--- config.mk ---
export PLATFORM = sky130hd
export DESIGN_NAME = weight_axi_ctrl_flat
export DESIGN_NICKNAME = d
export VERILOG_FILES = /design/src/rtl/weight_axi_ctrl_if.sv /design/src/rtl/weight_axi_ctrl.sv /design/src/flat_wrapper.sv
export SDC_FILE = /design/constraint.sdc
export NUM_CORES = 1
export LEC_CHECK = 0
export CORE_AREA = 2 2 170 172
export CTS_BUF_LIST = sky130_fd_sc_hd__clkbuf_4 sky130_fd_sc_hd__clkbuf_8 sky130_fd_sc_hd__clkbuf_16
export DETAILED_ROUTE_END_ITERATION = 7
export DIE_AREA = 0 0 172 174
export PLACE_DENSITY = 0.53
export SLEW_MARGIN = 0
export SYNTH_ARGS = -nofsm -noshare
export SYNTH_HDL_FRONTEND = slang
export SYNTH_SLANG_ARGS = --single-unit
--- constraint.sdc ---
create_clock -name clk -period 4.05 [get_ports clk]
set_clock_uncertainty 0.2 [all_clocks]
set_input_delay 0.81 -clock clk [delete_from_list [all_inputs] [get_ports clk]]
set_output_delay 0.81 -clock clk [all_outputs]
set_load 0.1 [all_outputs]
--- src/rtl/weight_axi_ctrl_if.sv ---
// AXI4-Lite host port of weight_axi_ctrl: slave modport for the controller,
// master modport for whatever drives it.
interface weight_axi_ctrl_if;
    logic [31:0] s_axi_awaddr;
    logic        s_axi_awvalid;
    logic        s_axi_awready;
    logic [31:0] s_axi_wdata;
    logic        s_axi_wvalid;
    logic        s_axi_wready;
    logic [1:0]  s_axi_bresp;
    logic        s_axi_bvalid;
    logic        s_axi_bready;
    logic [31:0] s_axi_araddr;
    logic        s_axi_arvalid;
    logic        s_axi_arready;
    logic [31:0] s_axi_rdata;
    logic [1:0]  s_axi_rresp;
    logic        s_axi_rvalid;
    logic        s_axi_rready;

    modport slave (
        input  s_axi_awaddr, s_axi_awvalid, s_axi_wdata, s_axi_wvalid, s_axi_bready,
               s_axi_araddr, s_axi_arvalid, s_axi_rready,
        output s_axi_awready, s_axi_wready, s_axi_bresp, s_axi_bvalid,
               s_axi_arready, s_axi_rdata, s_axi_rresp, s_axi_rvalid
    );

    modport master (
        output s_axi_awaddr, s_axi_awvalid, s_axi_wdata, s_axi_wvalid, s_axi_bready,
               s_axi_araddr, s_axi_arvalid, s_axi_rready,
        input  s_axi_awready, s_axi_wready, s_axi_bresp, s_axi_bvalid,
               s_axi_arready, s_axi_rdata, s_axi_rresp, s_axi_rvalid
    );
endinterface

--- src/rtl/weight_axi_ctrl.sv ---
// AXI4-Lite slave mapping (source, destination) spin addresses onto coupling-matrix
// columns. Define WEIGHT_READBACK_EN to return column read data; otherwise reads return 0.
module weight_axi_ctrl #(
    parameter int N           = 8,
    parameter int NUM_COLS    = N - 1,
    parameter int RD_WAIT_CYC = 2
) (
    input  logic                   clk,
    input  logic                   axi_rstn,
    weight_axi_ctrl_if.slave       axi,
    output logic                   col_wready,
    output logic [NUM_COLS-1:0]    col_wr_match,
    output logic [15:0]            s_addr,
    output logic [15:0]            d_addr,
    output logic [31:0]            col_wdata,
    input  logic [32*NUM_COLS-1:0] col_rdata
);
    localparam int            CW          = (RD_WAIT_CYC > 1) ? $clog2(RD_WAIT_CYC) : 1;
    localparam logic [CW-1:0] CNT_LAST    = CW'(RD_WAIT_CYC - 1);
    localparam logic [15:0]   N16         = 16'(N);
    localparam logic [16:0]   N17         = 17'(N);
    localparam logic [1:0]    RESP_OKAY   = 2'b00;
    localparam logic [1:0]    RESP_SLVERR = 2'b10;

    typedef enum logic [2:0] {IDLE, WR_PULSE, WR_RESP, RD_WAIT, RD_RESP} state_e;

    state_e        state_q, state_d;
    logic          aw_held_q, aw_held_d, w_held_q, w_held_d;
    logic [CW-1:0] cnt_q, cnt_d;
    logic          awready_q, awready_d, wready_q, wready_d, arready_q, arready_d;
    logic [15:0]   s_addr_q, s_addr_d, d_addr_q, d_addr_d;
    logic [31:0]   col_wdata_q, col_wdata_d, rdata_q, rdata_d, rd_sel;
    logic [1:0]    bresp_q, bresp_d, rresp_q, rresp_d;
    logic          arready_gated, aw_fire, w_fire, ar_fire, rd_last, legal;
    logic [16:0]   k_raw, k_col;
    logic          unused_addr_lsbs;

    assign unused_addr_lsbs = ^{axi.s_axi_awaddr[1:0], axi.s_axi_araddr[1:0]};

    // Column index (d - s - 1) mod N, biased by N so the dividend stays non-negative.
    assign legal = (s_addr_q < N16) && (d_addr_q < N16) && (s_addr_q != d_addr_q);
    assign k_raw = {1'b0, d_addr_q} + N17 - {1'b0, s_addr_q} - 17'd1;
    assign k_col = k_raw % N17;

    // Any pending write-channel valid holds off AR, so a simultaneous write wins.
    assign arready_gated = arready_q && !axi.s_axi_awvalid && !axi.s_axi_wvalid;
    assign aw_fire       = axi.s_axi_awvalid && awready_q;
    assign w_fire        = axi.s_axi_wvalid && wready_q;
    assign ar_fire       = axi.s_axi_arvalid && arready_gated;
    assign rd_last       = (state_q == RD_WAIT) && (cnt_q == CNT_LAST);

`ifdef WEIGHT_READBACK_EN
    always_comb begin
        rd_sel = '0;
        for (int i = 0; i < NUM_COLS; i++) begin
            if (k_col == 17'(i)) rd_sel = col_rdata[32*i +: 32];
        end
    end
`else
    logic unused_col_rdata;
    assign unused_col_rdata = ^col_rdata;
    assign rd_sel = '0;
`endif

    always_ff @(posedge clk or negedge axi_rstn) begin
        if (!axi_rstn) begin
            state_q   <= IDLE;
            aw_held_q <= 1'b0;
            w_held_q  <= 1'b0;
            cnt_q     <= '0;
        end else begin
            state_q   <= state_d;
            aw_held_q <= aw_held_d;
            w_held_q  <= w_held_d;
            cnt_q     <= cnt_d;
        end
    end

    always_comb begin
        state_d   = state_q;
        aw_held_d = aw_held_q;
        w_held_d  = w_held_q;
        cnt_d     = cnt_q;
        case (state_q)
            IDLE: begin
                aw_held_d = aw_held_q || aw_fire;
                w_held_d  = w_held_q || w_fire;
                if (aw_held_d && w_held_d) begin
                    state_d   = WR_PULSE;
                    aw_held_d = 1'b0;
                    w_held_d  = 1'b0;
                end else if (ar_fire) begin
                    state_d = RD_WAIT;
                    cnt_d   = '0;
                end
            end
            WR_PULSE: state_d = WR_RESP;
            WR_RESP:  if (axi.s_axi_bready) state_d = IDLE;
            RD_WAIT:  if (rd_last) state_d = RD_RESP;
                      else         cnt_d   = cnt_q + CW'(1);
            RD_RESP:  if (axi.s_axi_rready) state_d = IDLE;
            default:  state_d = IDLE;
        endcase
    end

    always_comb begin
        col_wready   = 1'b0;
        col_wr_match = '0;
        if (state_q == WR_PULSE && legal) begin
            col_wready = 1'b1;
            for (int i = 0; i < NUM_COLS; i++) col_wr_match[i] = (k_col == 17'(i));
        end
        axi.s_axi_awready = awready_q;
        axi.s_axi_wready  = wready_q;
        axi.s_axi_arready = arready_gated;
        axi.s_axi_bvalid  = (state_q == WR_RESP);
        axi.s_axi_bresp   = bresp_q;
        axi.s_axi_rvalid  = (state_q == RD_RESP);
        axi.s_axi_rdata   = rdata_q;
        axi.s_axi_rresp   = rresp_q;
    end

    always_comb begin
        s_addr_d    = s_addr_q;
        d_addr_d    = d_addr_q;
        col_wdata_d = col_wdata_q;
        bresp_d     = bresp_q;
        rdata_d     = rdata_q;
        rresp_d     = rresp_q;
        if (aw_fire) begin
            s_addr_d = axi.s_axi_awaddr[31:16];
            d_addr_d = {2'b00, axi.s_axi_awaddr[15:2]};
        end else if (ar_fire) begin
            s_addr_d = axi.s_axi_araddr[31:16];
            d_addr_d = {2'b00, axi.s_axi_araddr[15:2]};
        end
        if (w_fire) col_wdata_d = axi.s_axi_wdata;
        if (state_q == WR_PULSE) bresp_d = legal ? RESP_OKAY : RESP_SLVERR;
        if (rd_last) begin
            rdata_d = legal ? rd_sel : '0;
            rresp_d = legal ? RESP_OKAY : RESP_SLVERR;
        end
        awready_d = (state_d == IDLE) && !aw_held_d;
        wready_d  = (state_d == IDLE) && !w_held_d;
        arready_d = (state_d == IDLE) && !aw_held_d && !w_held_d;
    end

    always_ff @(posedge clk or negedge axi_rstn) begin
        if (!axi_rstn) begin
            awready_q   <= 1'b0;
            wready_q    <= 1'b0;
            arready_q   <= 1'b0;
            s_addr_q    <= '0;
            d_addr_q    <= '0;
            col_wdata_q <= '0;
            bresp_q     <= '0;
            rdata_q     <= '0;
            rresp_q     <= '0;
        end else begin
            awready_q   <= awready_d;
            wready_q    <= wready_d;
            arready_q   <= arready_d;
            s_addr_q    <= s_addr_d;
            d_addr_q    <= d_addr_d;
            col_wdata_q <= col_wdata_d;
            bresp_q     <= bresp_d;
            rdata_q     <= rdata_d;
            rresp_q     <= rresp_d;
        end
    end

    assign s_addr    = s_addr_q;
    assign d_addr    = d_addr_q;
    assign col_wdata = col_wdata_q;
endmodule
--- src/flat_wrapper.sv ---
// flat-port wrapper written by rule: the top's interface ports become plain ports
module weight_axi_ctrl_flat 
#(
    parameter int N           = 8,
    parameter int NUM_COLS    = N - 1,
    parameter int RD_WAIT_CYC = 2
)
  (clk, axi_rstn, col_wready, col_wr_match, s_addr, d_addr, col_wdata, col_rdata, axi_s_axi_awaddr, axi_s_axi_awvalid, axi_s_axi_wdata, axi_s_axi_wvalid, axi_s_axi_bready, axi_s_axi_araddr, axi_s_axi_arvalid, axi_s_axi_rready, axi_s_axi_awready, axi_s_axi_wready, axi_s_axi_bresp, axi_s_axi_bvalid, axi_s_axi_arready, axi_s_axi_rdata, axi_s_axi_rresp, axi_s_axi_rvalid);
  weight_axi_ctrl_if axi_i ();
  input  logic clk;
  input  logic axi_rstn;
  output logic col_wready;
  output logic [NUM_COLS-1:0] col_wr_match;
  output logic [15:0] s_addr;
  output logic [15:0] d_addr;
  output logic [31:0] col_wdata;
  input  logic [32*NUM_COLS-1:0] col_rdata;
  input wire logic [$bits(axi_i.s_axi_awaddr)-1:0] axi_s_axi_awaddr;
  input wire logic [$bits(axi_i.s_axi_awvalid)-1:0] axi_s_axi_awvalid;
  input wire logic [$bits(axi_i.s_axi_wdata)-1:0] axi_s_axi_wdata;
  input wire logic [$bits(axi_i.s_axi_wvalid)-1:0] axi_s_axi_wvalid;
  input wire logic [$bits(axi_i.s_axi_bready)-1:0] axi_s_axi_bready;
  input wire logic [$bits(axi_i.s_axi_araddr)-1:0] axi_s_axi_araddr;
  input wire logic [$bits(axi_i.s_axi_arvalid)-1:0] axi_s_axi_arvalid;
  input wire logic [$bits(axi_i.s_axi_rready)-1:0] axi_s_axi_rready;
  output wire logic [$bits(axi_i.s_axi_awready)-1:0] axi_s_axi_awready;
  output wire logic [$bits(axi_i.s_axi_wready)-1:0] axi_s_axi_wready;
  output wire logic [$bits(axi_i.s_axi_bresp)-1:0] axi_s_axi_bresp;
  output wire logic [$bits(axi_i.s_axi_bvalid)-1:0] axi_s_axi_bvalid;
  output wire logic [$bits(axi_i.s_axi_arready)-1:0] axi_s_axi_arready;
  output wire logic [$bits(axi_i.s_axi_rdata)-1:0] axi_s_axi_rdata;
  output wire logic [$bits(axi_i.s_axi_rresp)-1:0] axi_s_axi_rresp;
  output wire logic [$bits(axi_i.s_axi_rvalid)-1:0] axi_s_axi_rvalid;
  assign axi_i.s_axi_awaddr = axi_s_axi_awaddr;
  assign axi_i.s_axi_awvalid = axi_s_axi_awvalid;
  assign axi_i.s_axi_wdata = axi_s_axi_wdata;
  assign axi_i.s_axi_wvalid = axi_s_axi_wvalid;
  assign axi_i.s_axi_bready = axi_s_axi_bready;
  assign axi_i.s_axi_araddr = axi_s_axi_araddr;
  assign axi_i.s_axi_arvalid = axi_s_axi_arvalid;
  assign axi_i.s_axi_rready = axi_s_axi_rready;
  assign axi_s_axi_awready = axi_i.s_axi_awready;
  assign axi_s_axi_wready = axi_i.s_axi_wready;
  assign axi_s_axi_bresp = axi_i.s_axi_bresp;
  assign axi_s_axi_bvalid = axi_i.s_axi_bvalid;
  assign axi_s_axi_arready = axi_i.s_axi_arready;
  assign axi_s_axi_rdata = axi_i.s_axi_rdata;
  assign axi_s_axi_rresp = axi_i.s_axi_rresp;
  assign axi_s_axi_rvalid = axi_i.s_axi_rvalid;
  weight_axi_ctrl #(.N(N), .NUM_COLS(NUM_COLS), .RD_WAIT_CYC(RD_WAIT_CYC)) u_core (.clk(clk), .axi_rstn(axi_rstn), .axi(axi_i), .col_wready(col_wready), .col_wr_match(col_wr_match), .s_addr(s_addr), .d_addr(d_addr), .col_wdata(col_wdata), .col_rdata(col_rdata));
endmodule
==> results.md <==
* Outcome: finished clean
* Worst EP required at roughly 3 ns
* Hold Slack at ~0.23 ns
* IO Pins at 440
* Synth cell count leaders: 73 x dfrtp_1, 39 x buf_4, 35 x nand2_1
* Global placement routability congestion at ~0.69
* TritonCTS buffer count at 9
* CP Capture Type: output pin
* Sequential-to-total area share from yosys stat at roughly half
* WL final at between 10 and 15 mm
* H-Tree Depth at 3
* Worst Hold Class: in -> async
* Detailed placement HPWL at approximately 11 mm
* Most used DFF post-synth: dfrtp_1
* Hold bufs inserted after CTS at 0
* Final hold viol count at 0
* Share of the synthesized area in the top cell type at roughly half
* Initial antenna violation count at 1
* Pins Over Slew Limit at 0
* Vias in the first global route at between 3000 and 4000
* Pre-CTS setup slack at 0.7650 ns
* Final setup viols at 0
* DIE HEIGHT at around 170 um
* Row cnt at 62
* Die X at roughly 170 um
* Die Area at about 30000 um^2
* Clock latency on the worst-skew pair at ~0.35 ns
* Fmax at roughly 270 MHz
* Global route overflow at 0
* Clock sinks at 73
* EDFF count, synth at 0
* Slew of the pin with the lowest slew margin at 1.022 ns
* Largest area contributor in the netlist: dfrtp_1
* Routed Antenna Nets at 0
* Synth warn at 0
* Type of origin of the critical path: flop
* CTS tree: done
* Critical path class: reg -> out
* Largest cells by area after synthesis: dfrtp_1 49%, mux2_2 9.7%, buf_4 7.9%
* Distinct cells, synth at 39
* Drt wl/cell at around 16 um
* Mapped Cells at approximately 340
* Area growth syn-to-layout at 67.37%
* CTS resizes at 0
* Cell Area, Synth at 3724 um^2
* RSZ-0062 raised after global routing: no
* Power Density at 1096 nW/um^2
* Core Util, Final at between 20% and 30%
* FFs w/ async S/R, synth at 100.0%
* Via count at between 3000 and 4000
* Placed Cells at 895
* Post-layout min period at between 3 and 4 ns
* Count leader, synth: dfrtp_1
* Max_slew headroom at 31.68%
* Drt drc at 0
* P_leak at around 2.4 nW
* Placed cell area at around 5900 um^2
* Filler instances at slightly above 3000
* Power Total at a little under 7 mW
* Avg Vias per Cell at roughly 3.4
* CTS root buffer: clkbuf_16
* Avg Inst Size Synth at 10.82 um^2
* Layout cells sized above 1 at between 10% and 20%
* Crit path arrival time at 2.63 ns
* Max FO, Critical Path at 7
* DR iter-0 viols at between 100 and 150
* Total of max-cap violations at 0
* Register-to-Register Path Depth at 4
* All-Layer GR Usage at 9.731%
* Clock-pin slew on the worst setup and hold paths at around 0.070 ns
* Starting Density at about an eighth
* Setup tns final at 0 ns
* Fin nets at roughly 850
* Peak VDD IR at around 0.00064 V
* Largest net degree at the start of global routing at 38
* Final worst setup slack at roughly 0.41 ns
* Final Cell Area at between 6000 and 7000 um^2
* First-pass GRT wire length at 20.69 mm
* Synth Register Bits at between 70 and 80
* Initial DRT Pass Iterations at 5
* PortBufs at between 150 and 200
* Setup Buffers After CTS at 0
* Final Cycle Share at between 80% and 90%
* Final Instance Count excl. Fillers at approximately 910
* CTS Buffer Depth at 2
* Core area at approximately 28000 um^2
kinds of logic after synthesis:
family,count (synthesis),synth area share (%)
buffers and inverters,58,10.01
AOI/OAI and AO/OA,49,7.023
other,1,0.1007
DFF,73,49.06
xor gates and xnor gates,13,3.058
and+or+nand+nor,88,12.60
adders and majority gates,3,1.210
muxes,59,16.94
report_power, final:
part / switching [mW] / total, mW / internal, mW
clock network: 0.355 / 0.851 / 0.496
logic: 3.43 / 4.50 / 1.08
registers: 0.386 / 1.47 / 1.09
total: 4.17 / 6.83 / 2.66
worst paths after layout:
kind | startpoint | to | slack, ns
hold reg to reg | u_core.w_held_q$_DFF_PN0_ | u_core.axi.s_axi_wready$_DFF_PN0_ | 0.27
setup / recovery | u_core.s_addr[0]$_DFFE_PN0P_ | col_wr_match[4] | 0.41
setup reg to reg | u_core.d_addr[2]$_DFFE_PN0P_ | u_core.axi.s_axi_rresp[1]$_DFFE_PN0P_ | 2.05
hold / removal | axi_rstn | u_core.d_addr[10]$_DFFE_PN0P_ | 0.23
min in group clk | u_core.w_held_q$_DFF_PN0_ | u_core.axi.s_axi_wready$_DFF_PN0_ | 0.27
max in group asynchronous | axi_rstn | u_core.col_wdata[7]$_DFFE_PN0P_ | 2.66
layout by cell type, fill, tap and decap left out, drive strengths merged, types with 2 or more instances in the layout:
| cell type | n |
|---|---|
| clkinvlp | 3 |
| xnor2 | 13 |
| ha | 2 |
| a31oi | 3 |
| nor4 | 12 |
| buf | 41 |
| a21oi | 8 |
| conb | 36 |
| nand2b | 2 |
| nor3b | 4 |
| mux2 | 32 |
| dfrtp | 73 |
| mux2i | 27 |
| clkbuf | 10 |
| nor3 | 4 |
| nand4 | 4 |
| nand3 | 4 |
| nor2 | 12 |
| nand2 | 35 |
| clkdlybuf4s50 | 142 |
| nand3b | 3 |
| o21ai | 34 |
| inv | 8 |
per-layer routing:
metal	vias up	track usage [%]	routed length, um
li1	1480	-	-
met5	-	0	0
met4	0	2.206	122
met2	138	13.81	5930
met3	9	6.831	2087
met1	1487	11.94	6284
sequential cells by signal, summed over array words and instances (netlist names), 3 cells and up:
name              flops
u_core.col_wdata     32
u_core.s_addr        16
u_core.d_addr        14
u_core.state_q        3
area by class of cell:
type	count	area, um^2	area share, %
inverters	7	26.28	0.4216
repair buffers	183	1817	29.15
flip-flops and latches	73	1831	29.37
clock inverters	6	66.31	1.064
multi-input cells	248	1770	28.41
well taps	384	480.5	7.709
clock buffers	10	239.0	3.835
diodes	1	2.502	0.04015
worst max-delay path, stage by stage (launching register included):
cell and delay, ns:
dfrtp_2 0.40, inv_1 0.08, ha_1 0.15, inv_1 0.05, fa_1 0.40, xnor2_2 0.53, nand3_1 0.23, nor3_4 0.25
buf_12 0.20
(Power assumes the default switching activity.)
